[src/rtl/program_sequencer_pkg.sv]
// Shared ISA definitions for the fetch sequencer:
// opcodes, sequencer states and default widths.
package program_sequencer_pkg;

    localparam int ADDR_WIDTH_DEF  = 10;
    localparam int COUNT_WIDTH_DEF = 32;

    // Control-flow opcodes decoded by the sequencer
    localparam logic [5:0] OP_NOP   = 6'b011011;
    localparam logic [5:0] OP_JMP   = 6'b010101;
    localparam logic [5:0] OP_BZ    = 6'b010011;
    localparam logic [5:0] OP_PREBR = 6'b011111;
    localparam logic [5:0] OP_HLT   = 6'b011100;
    localparam logic [5:0] OP_JR    = 6'b100011;

    // Datapath opcodes; the sequencer only advances past these
    localparam logic [5:0] OP_ADD   = 6'b000000;
    localparam logic [5:0] OP_SUB   = 6'b000001;
    localparam logic [5:0] OP_AND   = 6'b000010;
    localparam logic [5:0] OP_OR    = 6'b000011;
    localparam logic [5:0] OP_LD    = 6'b100000;
    localparam logic [5:0] OP_ST    = 6'b101000;

    typedef logic [1:0] seq_state_t;

    localparam seq_state_t ST_IDLE  = 2'd0;
    localparam seq_state_t ST_RUN   = 2'd1;
    localparam seq_state_t ST_HALT  = 2'd2;
    localparam seq_state_t ST_FAULT = 2'd3;

    function automatic logic [5:0] opcode_of(input logic [31:0] instr);
        return instr[31:26];
    endfunction

endpackage

[src/rtl/program_sequencer_if.sv]
// Bus between the sequencer, the instruction RAM and the datapath.
// slave = sequencer side, master = RAM/datapath side.
interface program_sequencer_if
    import program_sequencer_pkg::*;
#(
    parameter int ADDR_WIDTH  = ADDR_WIDTH_DEF,
    parameter int COUNT_WIDTH = COUNT_WIDTH_DEF
);

    logic                   start;
    logic                   stall;
    logic [31:0]            instruction;
    logic [31:0]            branchValue;
    logic [31:0]            jumpRegValue;
    logic [ADDR_WIDTH-1:0]  address;
    logic                   instrValid;
    logic                   halted;
    logic                   fault;
    logic [COUNT_WIDTH-1:0] retiredCount;

    modport slave (
        input  start, stall, instruction,
        input  branchValue, jumpRegValue,
        output address, instrValid, halted,
        output fault, retiredCount
    );

    modport master (
        output start, stall, instruction,
        output branchValue, jumpRegValue,
        input  address, instrValid, halted,
        input  fault, retiredCount
    );

endinterface

[src/rtl/program_sequencer_next_pc_logic.sv]
// Combinational next-PC / zero-flag computation with bounds check.
// Target is computed one bit wider so pc+1 past the top cannot wrap.
module program_sequencer_next_pc_logic
    import program_sequencer_pkg::*;
#(
    parameter int ADDR_WIDTH    = ADDR_WIDTH_DEF,
    parameter int PROGRAM_DEPTH = 1024
) (
    input  logic [ADDR_WIDTH-1:0] pc_i,
    input  logic [5:0]            opcode_i,
    input  logic [ADDR_WIDTH-1:0] imm_i,
    input  logic                  zero_flag_i,
    input  logic [31:0]           branch_value_i,
    input  logic [31:0]           jump_reg_value_i,
    output logic [ADDR_WIDTH-1:0] next_pc_o,
    output logic                  next_zero_flag_o,
    output logic                  is_halt_o,
    output logic                  out_of_range_o
);

    localparam logic [ADDR_WIDTH:0] ONE_W   = 1;
    localparam logic [ADDR_WIDTH:0] DEPTH_W = PROGRAM_DEPTH[ADDR_WIDTH:0];

    logic [ADDR_WIDTH:0] pc_inc;
    logic [ADDR_WIDTH:0] target;
    logic                is_jmp;
    logic                is_bz;
    logic                is_prebr;
    logic                is_jr;
    logic                is_hlt;
    logic                unused_jr_hi;

    assign unused_jr_hi = ^jump_reg_value_i[31:ADDR_WIDTH];

    assign pc_inc   = {1'b0, pc_i} + ONE_W;
    assign is_jmp   = (opcode_i == OP_JMP);
    assign is_bz    = (opcode_i == OP_BZ);
    assign is_prebr = (opcode_i == OP_PREBR);
    assign is_jr    = (opcode_i == OP_JR);
    assign is_hlt   = (opcode_i == OP_HLT);

    always_comb begin
        target           = pc_inc;
        next_zero_flag_o = zero_flag_i;
        is_halt_o        = 1'b0;
        unique case (1'b1)
            is_jmp:   target = {1'b0, imm_i};
            is_bz:    target = zero_flag_i ? {1'b0, imm_i} : pc_inc;
            is_prebr: next_zero_flag_o = (branch_value_i == 32'd0);
            is_jr:    target = {1'b0, jump_reg_value_i[ADDR_WIDTH-1:0]};
            is_hlt: begin
                target    = {1'b0, pc_i};
                is_halt_o = 1'b1;
            end
            default:  target = pc_inc;
        endcase
    end

    assign next_pc_o      = target[ADDR_WIDTH-1:0];
    assign out_of_range_o = (target >= DEPTH_W);

endmodule

[src/rtl/program_sequencer.sv]
// Instruction fetch sequencer: owns the PC, gates issue to the datapath
// and tracks halt/fault status plus a saturating retired count.
module program_sequencer
    import program_sequencer_pkg::*;
#(
    parameter int ADDR_WIDTH    = ADDR_WIDTH_DEF,
    parameter int PROGRAM_DEPTH = 1024,
    parameter int COUNT_WIDTH   = COUNT_WIDTH_DEF
) (
    input logic               clock,
    input logic               reset,
    program_sequencer_if.slave bus
);

    localparam logic [COUNT_WIDTH-1:0] CNT_ONE = 1;

    seq_state_t             state_q, state_d;
    logic [ADDR_WIDTH-1:0]  pc_q, pc_d;
    logic                   zf_q, zf_d;
    logic [COUNT_WIDTH-1:0] cnt_q, cnt_d;

    logic                  issue;
    logic [ADDR_WIDTH-1:0] nxt_pc;
    logic                  nxt_zf;
    logic                  nxt_halt;
    logic                  nxt_oor;
    logic                  unused_instr;

    assign unused_instr = ^bus.instruction[25:ADDR_WIDTH];

    program_sequencer_next_pc_logic #(
        .ADDR_WIDTH    (ADDR_WIDTH),
        .PROGRAM_DEPTH (PROGRAM_DEPTH)
    ) u_next_pc (
        .pc_i             (pc_q),
        .opcode_i         (opcode_of(bus.instruction)),
        .imm_i            (bus.instruction[ADDR_WIDTH-1:0]),
        .zero_flag_i      (zf_q),
        .branch_value_i   (bus.branchValue),
        .jump_reg_value_i (bus.jumpRegValue),
        .next_pc_o        (nxt_pc),
        .next_zero_flag_o (nxt_zf),
        .is_halt_o        (nxt_halt),
        .out_of_range_o   (nxt_oor)
    );

    assign issue = (state_q == ST_RUN) && !bus.stall;

    always_comb begin
        state_d = state_q;
        pc_d    = pc_q;
        zf_d    = zf_q;
        cnt_d   = cnt_q;
        unique case (1'b1)
            (state_q == ST_RUN): begin
                if (issue) begin
                    cnt_d = (cnt_q == '1) ? cnt_q : cnt_q + CNT_ONE;
                    zf_d  = nxt_zf;
                    if (nxt_halt) begin
                        state_d = ST_HALT;
                    end else if (nxt_oor) begin
                        state_d = ST_FAULT;
                    end else begin
                        pc_d = nxt_pc;
                    end
                end
            end
            // start restarts from address 0 regardless of stall
            default: begin
                if (bus.start) begin
                    state_d = ST_RUN;
                    pc_d    = '0;
                    zf_d    = 1'b0;
                    cnt_d   = '0;
                end
            end
        endcase
    end

    always_ff @(posedge clock or posedge reset) begin
        if (reset) begin
            state_q <= ST_IDLE;
            pc_q    <= '0;
            zf_q    <= 1'b0;
            cnt_q   <= '0;
        end else begin
            state_q <= state_d;
            pc_q    <= pc_d;
            zf_q    <= zf_d;
            cnt_q   <= cnt_d;
        end
    end

    assign bus.address      = pc_q;
    assign bus.instrValid   = issue;
    assign bus.halted       = (state_q == ST_HALT);
    assign bus.fault        = (state_q == ST_FAULT);
    assign bus.retiredCount = cnt_q;

endmodule
[src/flat_wrapper.sv]
// flat-port wrapper written by rule: the top's interface ports become plain ports
module program_sequencer_flat import program_sequencer_pkg::*;
#(
    parameter int ADDR_WIDTH    = ADDR_WIDTH_DEF,
    parameter int PROGRAM_DEPTH = 1024,
    parameter int COUNT_WIDTH   = COUNT_WIDTH_DEF
)
  (clock, reset, bus_start, bus_stall, bus_instruction, bus_branchValue, bus_jumpRegValue, bus_address, bus_instrValid, bus_halted, bus_fault, bus_retiredCount);
  program_sequencer_if #(.ADDR_WIDTH(ADDR_WIDTH), .COUNT_WIDTH(COUNT_WIDTH)) bus_i ();
  input logic clock;
  input logic reset;
  input wire logic [$bits(bus_i.start)-1:0] bus_start;
  input wire logic [$bits(bus_i.stall)-1:0] bus_stall;
  input wire logic [$bits(bus_i.instruction)-1:0] bus_instruction;
  input wire logic [$bits(bus_i.branchValue)-1:0] bus_branchValue;
  input wire logic [$bits(bus_i.jumpRegValue)-1:0] bus_jumpRegValue;
  output wire logic [$bits(bus_i.address)-1:0] bus_address;
  output wire logic [$bits(bus_i.instrValid)-1:0] bus_instrValid;
  output wire logic [$bits(bus_i.halted)-1:0] bus_halted;
  output wire logic [$bits(bus_i.fault)-1:0] bus_fault;
  output wire logic [$bits(bus_i.retiredCount)-1:0] bus_retiredCount;
  assign bus_i.start = bus_start;
  assign bus_i.stall = bus_stall;
  assign bus_i.instruction = bus_instruction;
  assign bus_i.branchValue = bus_branchValue;
  assign bus_i.jumpRegValue = bus_jumpRegValue;
  assign bus_address = bus_i.address;
  assign bus_instrValid = bus_i.instrValid;
  assign bus_halted = bus_i.halted;
  assign bus_fault = bus_i.fault;
  assign bus_retiredCount = bus_i.retiredCount;
  program_sequencer #(.ADDR_WIDTH(ADDR_WIDTH), .PROGRAM_DEPTH(PROGRAM_DEPTH), .COUNT_WIDTH(COUNT_WIDTH)) u_core (.clock(clock), .reset(reset), .bus(bus_i));
endmodule
[config.mk]
export PLATFORM = sky130hd
export DESIGN_NAME = program_sequencer_flat
export DESIGN_NICKNAME = d
export VERILOG_FILES = /design/src/rtl/program_sequencer_pkg.sv /design/src/rtl/program_sequencer_if.sv /design/src/rtl/program_sequencer_next_pc_logic.sv /design/src/rtl/program_sequencer.sv /design/src/flat_wrapper.sv
export SDC_FILE = /design/constraint.sdc
export NUM_CORES = 1
export LEC_CHECK = 0
export CORE_MARGIN = 5
export CORE_UTILIZATION = 31
export DETAILED_ROUTE_END_ITERATION = 10
export DONT_BUFFER_PORTS = 1
export HOLD_SLACK_MARGIN = 0.1
export SETUP_SLACK_MARGIN = 0.1
export SKIP_CTS_REPAIR_TIMING = 1
export SYNTH_ARGS = -nofsm -noshare
export SYNTH_HDL_FRONTEND = slang
export SYNTH_SLANG_ARGS = --single-unit
[constraint.sdc]
create_clock -name clock -period 5.16 [get_ports clock]
set_clock_uncertainty 0.2 [all_clocks]
set_input_delay 0.516 -clock clock [delete_from_list [all_inputs] [get_ports clock]]
set_output_delay 0.516 -clock clock [all_outputs]
set_load 0.01 [all_outputs]
# == Word level (Yosys, flattened, before mapping) ==
# Index checks and enable logic that the tools add are counted.
# classes
add_sub_neg,2
order_cmp,1
n_eq_ne,15
muxes,21
n_reduce_logical,8
# ops
op,count
$mux 32,4
$mux 10,5
$pmux 11 s4,1
$add 32x1->32 const B,1
$eq 32x32->1 const B,1
$logic_not 32->1,1
$eq 6x5->1 const B,4
$add 10x1->11 const B,1
$ge 11x11->1 const B,1
$mux 11,1
$mux 2,5
$ne 2x2->1 const B,5
$reduce_and 3->1,3
$eq 6x6->1 const B,1
$mux 1,5
$eq 2x2->1 const B,2
$reduce_and 4->1,1
$ne 3x1->1 const B,1
$eq 2x1->1 const B,1
$reduce_bool 2->1,1
$logic_and 1x1->1,1
$logic_not 1->1,1
# word_totals
register_bits,45
input_bits,100
out_inout_bits,45
word_cells,51

# == Depth between registers and ports, before layout ==
# Gate-level depths: netlist of run 1.
# depth
word_depth,8
ltp_mapped,9

# == Cells and area by module ==
# From an unflattened synthesis of run 1, not the netlist that was laid out.
# unflattened
cells_unflattened,344
hier_area_um2,2891.5
# by_module_without_submodules
mod,instances,cells_per_inst,area_per_inst_um2,seq_area_each_um2
program_sequencer,1,270,2337.2,1126.1
program_sequencer_next_pc_logic,1,74,554.3,0.0

# == Least setup slack after synthesis of run 1 ==
# No wires, ideal clock.
# synth_path
path_type,register to register
start,"register u_core.cnt_q[0], in the netlist u_core.bus.retiredCount[0]"
end,"register u_core.cnt_q[27], in the netlist u_core.bus.retiredCount[27]"
setup_ns,0.132
arrival_ns,1.838
required_time_ns,4.828
slack_ns,2.990
path_stages_with_launch,10
synth_period_minus_slack_ns,2.170
cell_sequence,dfrtp_1 > ha_1 > and3_1 > buf_2 > and4_1 > buf_4 > buf_6 > nor4_2 > xnor2_1 > nor2_1
# synth_via
elab_chain_cells,4
elab_cells_between_ends,7
cone_classes,add/sub: 1; eq/ne: 2; mux: 3; reduce/logical: 1
# synth_lines
element,line_no,text
from (decl),program_sequencer.sv:20,"logic [COUNT_WIDTH-1:0] cnt_q, cnt_d;"
from (signal assigned),program_sequencer.sv:90,cnt_q <= cnt_d;
$add 32x1->32,program_sequencer.sv:57,cnt_d = (cnt_q == '1) ? cnt_q : cnt_q + CNT_ONE;
$mux 32,program_sequencer.sv:57,
$mux 32,program_sequencer.sv:56,if (issue) begin
$mux 32,program_sequencer.sv:54,unique case (1'b1)
# Parallel ways exist; a longest one is shown, timed or not. The select of a mux whose other input is x is not followed.
# A chain may end at the register's enable or synchronous reset.

# == Final worst setup path of run 1 ==
# layout_path
start,register u_core.state_q[0]
end,"register u_core.cnt_q[28], in the netlist u_core.bus.retiredCount[28]"
# layout_via
elab_chain_cells,4
elab_cells_between_ends,7
cone_classes,eq/ne: 3; mux: 1; reduce/logical: 3
# layout_lines
element,line_no,text
from (decl),program_sequencer.sv:17,"seq_state_t state_q, state_d;"
from (signal assigned),program_sequencer.sv:87,state_q <= state_d;
$eq 2x1->1 (*),"program_sequencer.sv:47, program_sequencer.sv:55",
$logic_and 1x1->1,program_sequencer.sv:47,assign issue = (state_q == ST_RUN) && !bus.stall;
$ne 2x2->1 (no source line),n/a,
$reduce_and 3->1 (no source line),n/a,
# Every way passes the cells marked *; elsewhere a longest branch is shown, timed or not.

==> impl_metrics.yaml, run 1 <==
clocking:
  cts_sinks: 45
  number_of_buffers_created_by_cts: 5
  clkLatencyLatePin_ps: 300
  cts.path.max_buffers: 2
  tritoncts: "yes"
  htree_num_levels: 2
  worst_setup_hold_path_clk_slew_ps: 100
  clk_tree_root_cell: "sky130_fd_sc_hd__clkbuf_8"
critical_path:
  timing.critical_path.arrival_ps: 3170
  cp_cell_sequence: "nand2b_1, mux2i_2, o2111ai_1, or3_1, a21oi_1"
  cp_delay_by_family_top: "compound AO/OA/AOI/OAI gates"
  critical_path.max_stage_delay_ps: 800
  timing_worst_setup_path_type: "flip-flop to flip-flop"
  r2r_start: "u_core.state_q[0]$_DFFE_PP0P_"
  start_kind: "flip-flop"
  timing.critical_path.buf_inv: 0
  cp_data_required_time_ps: 5190
  cp_max_fo: 15
  timing.critical_path.to_type: "flip-flop"
  critPathSlowestCell: "sky130_fd_sc_hd__mux2i_2"
  worstSetupStartpoint: "u_core.state_q[0]$_DFFE_PP0P_"
synth:
  post_synth_inst_count: 357
  synthesis.nets: 459
  dominantRegCellSynth: "sky130_fd_sc_hd__dfrtp_1"
  avg_synthesized_cell_area_um2: 8.68
  syn-cell-area_um2: 3100
  ys_types: 57
  synth_edf_count: 0
  synth_seq_cells: 45
  yosys_warnings: 0
  proportion_of_synthesized_flip_flops_having_asynchronous_set_or_reset_pct: 100
  yosysSeqAreaShare_pct: 36.3
sta:
  rsz0062_at_grt: "false"
  worst_slew_pin_slew_ps: 994
  layout_worst_path_cycle_share_pct: 60.9
  fmax_mhz: 318
  setup-tns-final_ps: 0
  report.final.slew_viol_count: 0
  setup_violations: 0
  fin_hold_ws_ps: 121
  hold_viol_final: 0
  final_min_period_ps: 3140
  worst_slew_margin_rel_pct: 33.4
floorplanning:
  core_area_um2: 9770
  top_level_ports: 145
  die_h_um: 110
  die_area_um2: 12100
  row_count: 36
  initial_utilization_pct: 31.7
  dieWidth_um: 110
global_routing:
  grt_pass1_wl_mm: 13.9
  grt_util_all_layers_pct: 14.5
  grt_antenna_before_repair: 0
  first_global_vias: 2714
  grt_start_max_net_pins: 46
  overflow_left_after_global_routing: 0
placement:
  post-place-cells: 474
  dp.final_hpwl_mm: 6.48
  port_buffers: 0
  gp_routability_congestion: 0.787
run:
  cap_violations: 0
routing:
  via_count: 2768
  drt_first_pass_iters: 4
  routed_via_density: 5.73
  routed_wire_length_per_instance_um: 18.5
  detail-route-antenna-nets: 0
  drt_first_iter_violations: 124
  wl_met3_um: 787
  routedLengthMet1_mm: 3.70
  post-route-drc-count: 0
  maxUsedRoutingLayer: "met4"
  wirelength_mm: 8.94
  detailroute.wirelength.met2_mm: 4.32
final_layout:
  number_of_antenna_cells_inserted: 0
  layout-drive-gt1-share_pct: 11.4
  mostFrequentLayoutCell: "sky130_fd_sc_hd__dfrtp_1"
  most-common-layout-cells: "45 x sky130_fd_sc_hd__dfrtp_1, 32 x sky130_fd_sc_hd__nand2_1, 30 x sky130_fd_sc_hd__nor2_1"
  syn2layout_area_growth_pct: 6.82
  num-nets-final: 451
  layoutNonFillerInstCount: 483
power:
  cellLeakagePower_uw: 0.00117
  cellPowerDensity_nw_per_um2: 286
  ir_drop_v: 0.000154
min_path:
  hold_wc_path_type: "input pin to async pin"
status:
  run_status: "complete, no violations"
==> metal layers <==
layer	GRT usage, %	vias up
met5	0	-
met4	3.83	0
met3	5.30	13
met2	25.1	98
met1	16.7	1344
li1	-	1313
==> per-stage QoR <==
step / power, µW / instance area (µm²) / util (%) / setup slack [ps]
after floorplan: 627 / 3100 / - / 2990
after global placement: 672 / 3190 / 32.6 / 2140
after detailed placement: 681 / 3190 / 32.6 / 2050
after CTS: 959 / 3300 / 33.8 / 2020
after global routing: 1000 / 3310 / 33.9 / 1770
final: 945 / 3310 / 33.9 / 2020
==> power by group <==
group | leakage [µW] | internal (µW) | switching [µW]
sequential | 0.000606 | 395 | 115
clock | 0.0000554 | 146 | 126
combinational | 0.000507 | 77.6 | 85.8
total | 0.00117 | 619 | 327
==> state kept, by name, indices dropped and copies added, names as in the netlist <==
name and count:
u_core.bus.retiredCount 32, u_core.state_q 2, u_core.zf_q 1, u_core.bus.address 10
==> synth_stat cells, drive strengths merged, types with 3 or more instances <==
library cell / count / area (µm²)
o211ai: 5 / 37.5
nand2: 32 / 120
dfrtp: 45 / 1130
nand4: 19 / 125
a22oi: 6 / 45.0
a21oi: 22 / 110
o22ai: 3 / 31.3
nor2: 30 / 113
o21ai: 30 / 158
nand3: 21 / 105
nor3: 16 / 118
a222oi: 3 / 30.0
buf: 8 / 53.8
inv: 9 / 33.8
xor2: 7 / 61.3
and3: 5 / 36.3
nor4: 17 / 144
or3: 12 / 76.3
xnor2: 21 / 184
and4: 3 / 26.3
or2: 3 / 18.8
clkbuf: 9 / 33.8
==> worst register-to-register path: stages (launching register included) <==
cell and delay (ps):
sky130_fd_sc_hd__dfrtp_1 450, sky130_fd_sc_hd__nand2b_1 230, sky130_fd_sc_hd__mux2i_2 800, sky130_fd_sc_hd__o2111ai_1 710, sky130_fd_sc_hd__or3_1 550, sky130_fd_sc_hd__a21oi_1 150
==> area by class of cell <==
cell class	count	area, µm²
inverters	10	37.5
multi-input cells	285	1850
fillers	1057	6460
flip-flops and latches	45	1130
clock inverters	2	38.8
clock buffers	6	72.6
repair buffers	2	17.5
well taps	133	166
==> kinds of logic (layout without fill, tap and decap cells) <==
group / count (synthesis) / in the layout / synth area share, %
AOI/OAI and AO/OA: 80 / 80 / 16.3
xor gates and xnor gates: 28 / 28 / 7.91
adders and majority gates: 2 / 2 / 0.807
buffers and inverters: 27 / 20 / 4.04
DFF: 45 / 45 / 36.3
muxes: 3 / 3 / 1.17
and+or+nand+nor: 172 / 172 / 33.5
==> worst paths after layout <==
path                                                           end  slack [ps]  cells past startpoint
max in group asynchronous   u_core.bus.retiredCount[3]$_DFFE_PP0P_        4020                      1
hold / removal                   u_core.bus.address[5]$_DFFE_PP0P_         120                      1
hold reg to reg            u_core.bus.retiredCount[18]$_DFFE_PP0P_         450                      2
setup reg to reg           u_core.bus.retiredCount[28]$_DFFE_PP0P_        2020                      5
min in group clock                   u_core.state_q[0]$_DFFE_PP0P_         180                      2
setup / recovery           u_core.bus.retiredCount[28]$_DFFE_PP0P_        2020                      5
Power figures use the tool's default switching activity.
==> run 2, diff against run 1 <==
==> constraint.sdc (replaced) <==
create_clock -name clock -period 3.2 [get_ports clock]
set_clock_uncertainty 0.2 [all_clocks]
set_input_delay 0.32 -clock clock [delete_from_list [all_inputs] [get_ports clock]]
set_output_delay 0.32 -clock clock [all_outputs]
set_load 0.01 [all_outputs]
==> run 2 against run 1 <==
Compared with the run above:
- hold slack lost 8.4 ps
- first-iteration DRC count grew 33%
- register-to-register slack lost 1400 ps
- sequential share of layout area shrank 0.88 points
- critical path depth grew 2
- via count grew 0.61%
- sequential power grew 61%
- fmax grew 22%
- setup slack lost 1400 ps
- critical path type unchanged
- largest cell class unchanged
- largest power group unchanged
==> impl_metrics.yaml, run 2 (synthesis gave the netlist of run 1 again) <==
final_layout:
  number_of_antenna_cells_inserted: 0
  largest_register_ffs: 32
  layout-drive-gt1-share_pct: 12.5
  syn2layout_area_growth_pct: 9.65
  num-nets-final: 461
  most-common-layout-cells: "45 x sky130_fd_sc_hd__dfrtp_1, 32 x sky130_fd_sc_hd__nand2_1, 30 x sky130_fd_sc_hd__nor2_1"
  post_layout_inst_area_um2: 3400
  mostFrequentLayoutCell: "sky130_fd_sc_hd__dfrtp_1"
min_path:
  min_path_cells: 3
  worst_hold_path.endpoint: "u_core.bus.address[5]$_DFFE_PP0P_"
  min_from: "bus_instruction[31]"
  hold_wc_path_type: "input pin to flip-flop"
sta:
  fmax_mhz: 389
  worst_slew_margin_rel_pct: 35.0
  setup_violations: 0
  report.final.slew_viol_count: 0
  final_min_period_ps: 2570
  worst_slew_pin_slew_ps: 974
  layout_worst_path_cycle_share_pct: 80.3
  setup-tns-final_ps: 0
  rsz0062_at_grt: "false"
  hold_viol_final: 0
global_routing:
  grt_util_all_layers_pct: 14.7
  grt_antenna_before_repair: 0
  first_global_vias: 2774
  grt_start_max_net_pins: 46
  overflow_left_after_global_routing: 0
  grt_pass1_wl_mm: 14.2
clocking:
  clkLatencyLatePin_ps: 300
  cts_sinks: 45
  clk_tree_root_cell: "sky130_fd_sc_hd__clkbuf_8"
  htree_num_levels: 2
  number_of_buffers_created_by_cts: 5
  tritoncts: "yes"
  worst_setup_hold_path_clk_slew_ps: 90
  cts.path.max_buffers: 2
critical_path:
  cp_max_fo: 10
  cp_data_required_time_ps: 3230
  cp_delay_by_family_top: "simple AND/OR/NAND/NOR gates"
  worst_r2r_path_cells: 7
  timing.critical_path.buf_inv: 1
  crit_cells: 7
  timing_worst_setup_path_type: "flip-flop to flip-flop"
  critical_path.max_stage_delay_ps: 570
  setup.reg_to_reg.worst_slack_ps: 630
  timing.critical_path.to_type: "flip-flop"
  cp_cell_sequence: "ha_1, inv_1, nor4_1, nor3_1, nor3_4, nand2_1, o21ai_1"
  critPathSlowestCell: "sky130_fd_sc_hd__dfrtp_1"
  r2r_start: "u_core.bus.address[0]$_DFFE_PP0P_"
  timing.critical_path.arrival_ps: 2600
  start_kind: "flip-flop"
  critical_path.reg2reg.endpoint: "u_core.bus.address[4]$_DFFE_PP0P_"
routing:
  via_count: 2785
  wirelength_mm: 8.76
  routed_via_density: 5.65
  detail-route-antenna-nets: 0
  drt_first_pass_iters: 4
  routed_wire_length_per_instance_um: 17.8
  drt_first_iter_violations: 165
  post-route-drc-count: 0
placement:
  dpl_cell_area_um2: 3230
  port_buffers: 0
  dp.final_hpwl_mm: 6.53
  gp_routability_congestion: 0.787
power:
  cellLeakagePower_uw: 0.00121
  ir_drop_v: 0.000206
  cellPowerDensity_nw_per_um2: 457
status:
  run_status: "complete, no violations"
floorplanning:
  row_count: 36
  initial_utilization_pct: 31.7
  die_area_um2: 12100
  core_area_um2: 9770
  die_h_um: 110
  top_level_ports: 145
  dieWidth_um: 110
run:
  cap_violations: 0
-- run 2: worst max path at each step --
stage	to	startpoint	slack [ps]
global route	u_core.bus.address[9]$_DFFE_PP0P_	u_core.bus.address[0]$_DFFE_PP0P_	310
floorplan	u_core.bus.retiredCount[27]$_DFFE_PP0P_	u_core.bus.retiredCount[0]$_DFFE_PP0P_	1030
CTS	u_core.bus.address[2]$_DFFE_PP0P_	u_core.bus.address[0]$_DFFE_PP0P_	630
detailed placement	u_core.bus.address[1]$_DFFE_PP0P_	u_core.bus.address[0]$_DFFE_PP0P_	650
global placement	u_core.bus.address[3]$_DFFE_PP0P_	u_core.bus.address[0]$_DFFE_PP0P_	690
finish	u_core.bus.address[4]$_DFFE_PP0P_	u_core.bus.address[0]$_DFFE_PP0P_	630
-- run 2: through the flow --
stage | hold WS, ps | std cells | util, % | worst slack (ps) | power, µW
after global routing | 130 | 493 | 34.8 | 308 | 1650
final | 113 | 493 | 34.8 | 630 | 1550
after detailed placement | 224 | 479 | 33.0 | 653 | 1100
after floorplan | 219 | 357 | - | 1030 | 1010
after global placement | 223 | 479 | 33.0 | 685 | 1080
after CTS | -103 | 487 | 34.2 | 632 | 1550
-- run 2: cell type report --
| type | instances | area [µm²] |
|---|---|---|
| Fill cell | 1021 | 6380 |
| Multi-Input combinational cell | 285 | 1850 |
| Sequential cell | 45 | 1130 |
| Tap cell | 133 | 166 |
| Timing Repair Buffer | 12 | 105 |
| Clock buffer | 6 | 72.6 |
| Clock inverter | 2 | 38.8 |
| Inverter | 10 | 37.5 |
-- run 2: report_power, final --
part / switching (µW) / total (µW) / internal (µW) / leakage, µW
clock: 213 / 448 / 235 / 0.0000554
combinational: 143 / 286 / 143 / 0.000553
sequential: 182 / 819 / 637 / 0.000606
-- run 2: worst register-to-register path: stages, from the launching register on --
cell                      delay, ps
sky130_fd_sc_hd__dfrtp_1        570
sky130_fd_sc_hd__ha_1           390
sky130_fd_sc_hd__inv_1          120
sky130_fd_sc_hd__nor4_1         480
sky130_fd_sc_hd__nor3_1         140
sky130_fd_sc_hd__nor3_4         410
sky130_fd_sc_hd__nand2_1        110
sky130_fd_sc_hd__o21ai_1         80
-- run 2: per-layer routing --
layer	routed length, µm	global-route usage (%)
met1	3600	17.7
met2	4350	25.7
met3	736	4.78
met4	68	3.03
met5	0	0
